==> src/rtl/fetch_stage.sv <==
// RV32I instruction fetch stage: owns the PC, keeps at most one imem request
// outstanding, and holds the IF/ID register backed by a one-entry skid buffer.
module fetch_stage #(
    parameter logic [31:0] RESET_PC  = 32'h0000_0000,
    parameter logic [31:0] NOP_INSTR = 32'h0000_0013,
    localparam int unsigned XLEN     = 32
) (
    input  logic            clk,
    input  logic            rst,
    output logic            imem_req,
    output logic [XLEN-1:0] imem_addr,
    input  logic            imem_ack,
    input  logic [XLEN-1:0] imem_rdata,
    input  logic            stall,
    input  logic            redirect,
    input  logic [XLEN-1:0] redirect_pc,
    output logic            id_valid,
    output logic [XLEN-1:0] id_instr,
    output logic [XLEN-1:0] id_pc,
    output logic [XLEN-1:0] id_pc4,
    output logic [6:0]      id_op,
    output logic [2:0]      id_funct3,
    output logic [6:0]      id_funct7
);

    typedef enum logic [2:0] {
        S_IDLE,
        S_REQ,
        S_WAIT,
        S_HOLD,
        S_DROP
    } state_e;

    typedef struct packed {
        logic [XLEN-1:0] instr;
        logic [XLEN-1:0] pc;
    } slot_t;

    state_e          state_q, state_d;
    logic [XLEN-1:0] pc_q, pc_d;
    slot_t           buf_q, buf_d;
    logic            id_valid_q, id_valid_d;
    logic [XLEN-1:0] id_instr_q, id_instr_d;
    logic [XLEN-1:0] id_pc_q, id_pc_d;
    logic [XLEN-1:0] id_pc4_q, id_pc4_d;
    logic            imem_req_q, imem_req_d;

    logic            accept;
    logic            id_load;
    slot_t           load_slot;
    logic            unused_rpc_lsb;

    assign unused_rpc_lsb = ^redirect_pc[1:0];

    // Next-state, PC, buffer and IF/ID update
    always_comb begin
        state_d   = state_q;
        pc_d      = pc_q;
        buf_d     = buf_q;
        id_load   = 1'b0;
        load_slot = '{instr: imem_rdata, pc: pc_q};
        accept    = !id_valid_q || !stall;

        unique case (state_q)
            S_IDLE: state_d = S_REQ;
            S_REQ:  state_d = S_WAIT;
            S_WAIT: begin
                if (imem_ack) begin
                    pc_d = pc_q + XLEN'(4);
                    if (accept) begin
                        id_load = 1'b1;
                        state_d = S_REQ;
                    end else begin
                        buf_d   = '{instr: imem_rdata, pc: pc_q};
                        state_d = S_HOLD;
                    end
                end
            end
            S_HOLD: begin
                if (accept) begin
                    id_load   = 1'b1;
                    load_slot = buf_q;
                    state_d   = S_REQ;
                end
            end
            S_DROP: begin
                if (imem_ack) begin
                    state_d = S_REQ;
                end
            end
            default: state_d = S_IDLE;
        endcase

        // A flush overrides everything; an issued-but-unanswered request must drain in DROP
        if (redirect) begin
            pc_d    = {redirect_pc[XLEN-1:2], 2'b00};
            id_load = 1'b0;
            if ((state_q == S_REQ) ||
                (((state_q == S_WAIT) || (state_q == S_DROP)) && !imem_ack)) begin
                state_d = S_DROP;
            end else begin
                state_d = S_REQ;
            end
        end

        id_valid_d = id_load || (id_valid_q && stall && !redirect);
        if (id_load) begin
            id_instr_d = load_slot.instr;
            id_pc_d    = load_slot.pc;
            id_pc4_d   = load_slot.pc + XLEN'(4);
        end else begin
            id_instr_d = id_valid_d ? id_instr_q : NOP_INSTR;
            id_pc_d    = id_pc_q;
            id_pc4_d   = id_pc4_q;
        end

        imem_req_d = (state_d == S_REQ);
    end

    always_ff @(posedge clk or posedge rst) begin
        if (rst) begin
            state_q    <= S_IDLE;
            pc_q       <= RESET_PC;
            buf_q      <= '{instr: NOP_INSTR, pc: RESET_PC};
            id_valid_q <= 1'b0;
            id_instr_q <= NOP_INSTR;
            id_pc_q    <= RESET_PC;
            id_pc4_q   <= RESET_PC + XLEN'(4);
            imem_req_q <= 1'b0;
        end else begin
            state_q    <= state_d;
            pc_q       <= pc_d;
            buf_q      <= buf_d;
            id_valid_q <= id_valid_d;
            id_instr_q <= id_instr_d;
            id_pc_q    <= id_pc_d;
            id_pc4_q   <= id_pc4_d;
            imem_req_q <= imem_req_d;
        end
    end

    assign imem_req  = imem_req_q;
    assign imem_addr = pc_q;
    assign id_valid  = id_valid_q;
    assign id_instr  = id_instr_q;
    assign id_pc     = id_pc_q;
    assign id_pc4    = id_pc4_q;
    assign id_op     = id_instr_q[6:0];
    assign id_funct3 = id_instr_q[14:12];
    assign id_funct7 = id_instr_q[31:25];

endmodule
==> config.mk <==
export PLATFORM = sky130hd
export DESIGN_NAME = fetch_stage
export DESIGN_NICKNAME = d
export VERILOG_FILES = /design/src/rtl/fetch_stage.sv
export SDC_FILE = /design/constraint.sdc
export NUM_CORES = 1
export LEC_CHECK = 0
export CAP_MARGIN = 5
export CORE_MARGIN = 1.5
export CORE_UTILIZATION = 33
export CTS_BUF_LIST = sky130_fd_sc_hd__clkbuf_4 sky130_fd_sc_hd__clkbuf_8
export DETAILED_ROUTE_END_ITERATION = 16
export HOLD_SLACK_MARGIN = 0.12
export SLEW_MARGIN = 40
export SYNTH_ARGS = -nofsm -noshare
export SYNTH_HDL_FRONTEND = slang
export SYNTH_SLANG_ARGS = --single-unit
==> constraint.sdc <==
create_clock -name clk -period 20 [get_ports clk]
set_input_delay 6 -clock clk [delete_from_list [all_inputs] [get_ports clk]]
set_output_delay 6 -clock clk [all_outputs]
set_load 0.05 [all_outputs]
==> results.toml <==
[status]
status = "finished clean"

[cts]
cts_resized = 0
ctsHtreeMaxLevel = 4
max-clock-path-buffers = 2
cts_setup_buffers = 0
cts-buffers-inserted = 17
clkSinkCount = 193
clk_latency_ns = 0.47
root_buffer = "clkbuf_8"
cts_tree = "yes"
postCtsHoldBufs = 0
path_clk_slew_ns = 0.10

[grt]
grt_pass1_wl_um = 42400
grt_max_degree = 122
antenna_found_initial = 0
track_usage_pct = 18.0
grt_overflow = 0
grt_pass1_vias = 7178

[synthesis]
synth.top_cells.by_count = "186 x dfrtp_1, 172 x nand2_1, 77 x o21ai_0"
syn_inst = 943
async_flop_share_pct = 100
yosysSeqAreaShare_pct = 50.5
yosysTopAreaCellShare_pct = 48.6
synth_area_um2 = 9590
yosys_warnings = 0
synth_top_family_by_area = "simple AND/OR/NAND/NOR gates"
synth_edf_count = 0
synth.ff_latch_count = 193
yosys.area_share.adder_pct = 0.261
ys_top_cells_by_area = "dfrtp_1 49%, mux2_2 7.6%, nand2_1 6.7%"
synth-simple-area-share_pct = 16.3
synth_xor_area_share_pct = 5.02
synth_top_cell_by_area = "dfrtp_1"
ys_types = 63
synth.most_common_cell = "dfrtp_1"
synth_ff_type = "dfrtp_1"
avgSynthCellArea_um2 = 10.2
synthMuxAreaShare_pct = 13.5
synth_compound_area_share_pct = 9.62

[detailed_routing]
drtIter0Drc = 639
drt-vias-per-instance = 4.96
vias = 7421
wl_um = 27100
drc = 0
wire_per_inst_um = 18.1
drtPass1Iterations = 5
ant_nets = 0

[final_layout]
seqCellArea_um2 = 4840
fillers = 2780
drive_gt1_share_pct = 12.2
finalNonFillerCells = 1495
nNetsFinal = 1170
syn2layout_area_growth_pct = 27.7
antenna_cells = 0
multi_input_area_um2 = 4320

[placed_design]
placement.io_buffers = 211
dp.cells = 1464
hpwl_um = 19400
place.gp.congestion = 0.834

[worst_setup_path]
cp_common_cell = "nand2_1"
worstPathArrival_ns = 9.21
cp_max_fo = 9
cp.required_ns = 20.36
critPathSlowestCell = "or4b_4"
crit_path_end_kind = "register"
start_kind = "primary input"
crit_type = "primary input to register"
crit_chain = "clkdlybuf4s50_1 -> and2_1 -> nor2_2 -> nand2_1 -> nand2_1 -> ha_1 -> clkinv_1 -> or4b_4 -> o32ai_4 -> nand3_2 -> mux2i_1 -> nand2_1"
slowest_delay_ns = 0.60

[sta]
fin_crit_sh_pct = 44.2
slew_viol_final = 0
worstMarginPinSlew_ns = 0.798
slew_headroom_pct = 46.8
fin_crit_ns = 8.85
finalSetupViolCount = 0
setup_tns_ns = 0
fmax_ghz = 0.113
hold_violations = 0
rsz0062_at_grt = "false"
skew_ns = 0.0218

[floorplanning]
dieWidth_um = 173
die_y_um = 173
start_util_pct = 33.5
rows = 62
io_pins = 216
core_um2 = 28600
die_area_um2 = 30100

[power_and_ir_drop]
ir_drop_mv = 0.0538
cellPowerDensity_nw_per_um2 = 117
totalPowerFinal_uw = 1430
leakagePower_uw = 0.00538

[job]
max_cap_violations = 0

[min_path]
worst_hold_path_type = "register to register"
==> worst paths after layout <==
check | startpoint | end | slack [ns] | depth (start not counted)
worst max register to register | state_q[2] | id_pc4[24] | 16.63 | 11
max in group asynchronous | rst | buf_q[2] | 12.77 | 3
worst min register to register | id_pc4[2] | id_pc4[2] | 0.46 | 2
worst max-delay path | stall | id_pc4[24] | 11.15 | 12
min in group asynchronous | rst | buf_q[62] | 6.09 | 2
worst min-delay path | id_pc4[2] | id_pc4[2] | 0.46 | 2
==> cells by family (layout without fill, tap and decap cells) <==
kind of cell | Yosys count | after routing
AND/OR/NAND/NOR | 327 | 327
adder cells (fa/ha/maj) | 2 | 2
XOR/XNOR | 55 | 55
buffers and inverters | 88 | 255
flip-flops | 193 | 193
other | 1 | 2
multiplexers | 121 | 121
AO/OA/AOI/OAI | 156 | 156
==> worst max-delay path, delay by kind of cell <==
family,cells,cell delay (ns)
AOI/OAI and AO/OA,1,0.34
and+or+nand+nor,7,1.65
muxes,1,0.18
buffers and inverters,2,0.68
adders and majority gates,1,0.35
==> stage by stage <==
step | worst slack (ns) | hold slack (ns) | cell area, um2 | utilization, %
floorplan | 8.76 | 0.459 | 9590 | -
global placement | 10.63 | 0.451 | 11800 | 41.3
detailed placement | 10.59 | 0.455 | 11900 | 41.4
CTS | 11.09 | 0.470 | 12200 | 42.7
global route | 11.07 | 0.491 | 12200 | 42.8
finish | 11.15 | 0.464 | 12200 | 42.8
==> where the power goes <==
part           internal, uW  total, uW  switching [uW]
registers               480        556            75.7
logic                   208        613             405
clock network           116        259             143
==> metal layers <==
metal / track usage, % / share of wire [%] / wire length [um]
met1: 26.8 / 49 / 13400
met3: 3.49 / 5.5 / 1480
met2: 25.8 / 43 / 11600
met4: 6.63 / 2.3 / 635
met5: 0 / 0 / 0
==> final cells by class <==
class,count,share of cell area [%]
clock inverter,11,1.05
sequential,193,39.5
tap,384,3.93
clock buffer,20,2.10
timing repair buffer,220,17.9
inverter,4,0.225
multi-input combinational,663,35.3
==> flip-flops by register name (all words and copies together), names as in the netlist <==
register   cells
buf_q         64
id_instr      32
id_pc         32
id_pc4        30
imem_addr     30
state_q        3
id_valid       1
imem_req       1
==> layout by cell type, fill, tap and decap left out, types with 23 or more instances in the layout <==
cell type and instances:
nand2_1 170, mux2i_1 56, clkdlybuf4s50_1 210, nand3_1 32, xor2_1 34, dfrtp_1 186
nor2_1 37, nand4_1 23, mux2_2 65, o21ai_1 34, o21ai_0 77
Note: power is estimated with default switching activity, not from simulation.
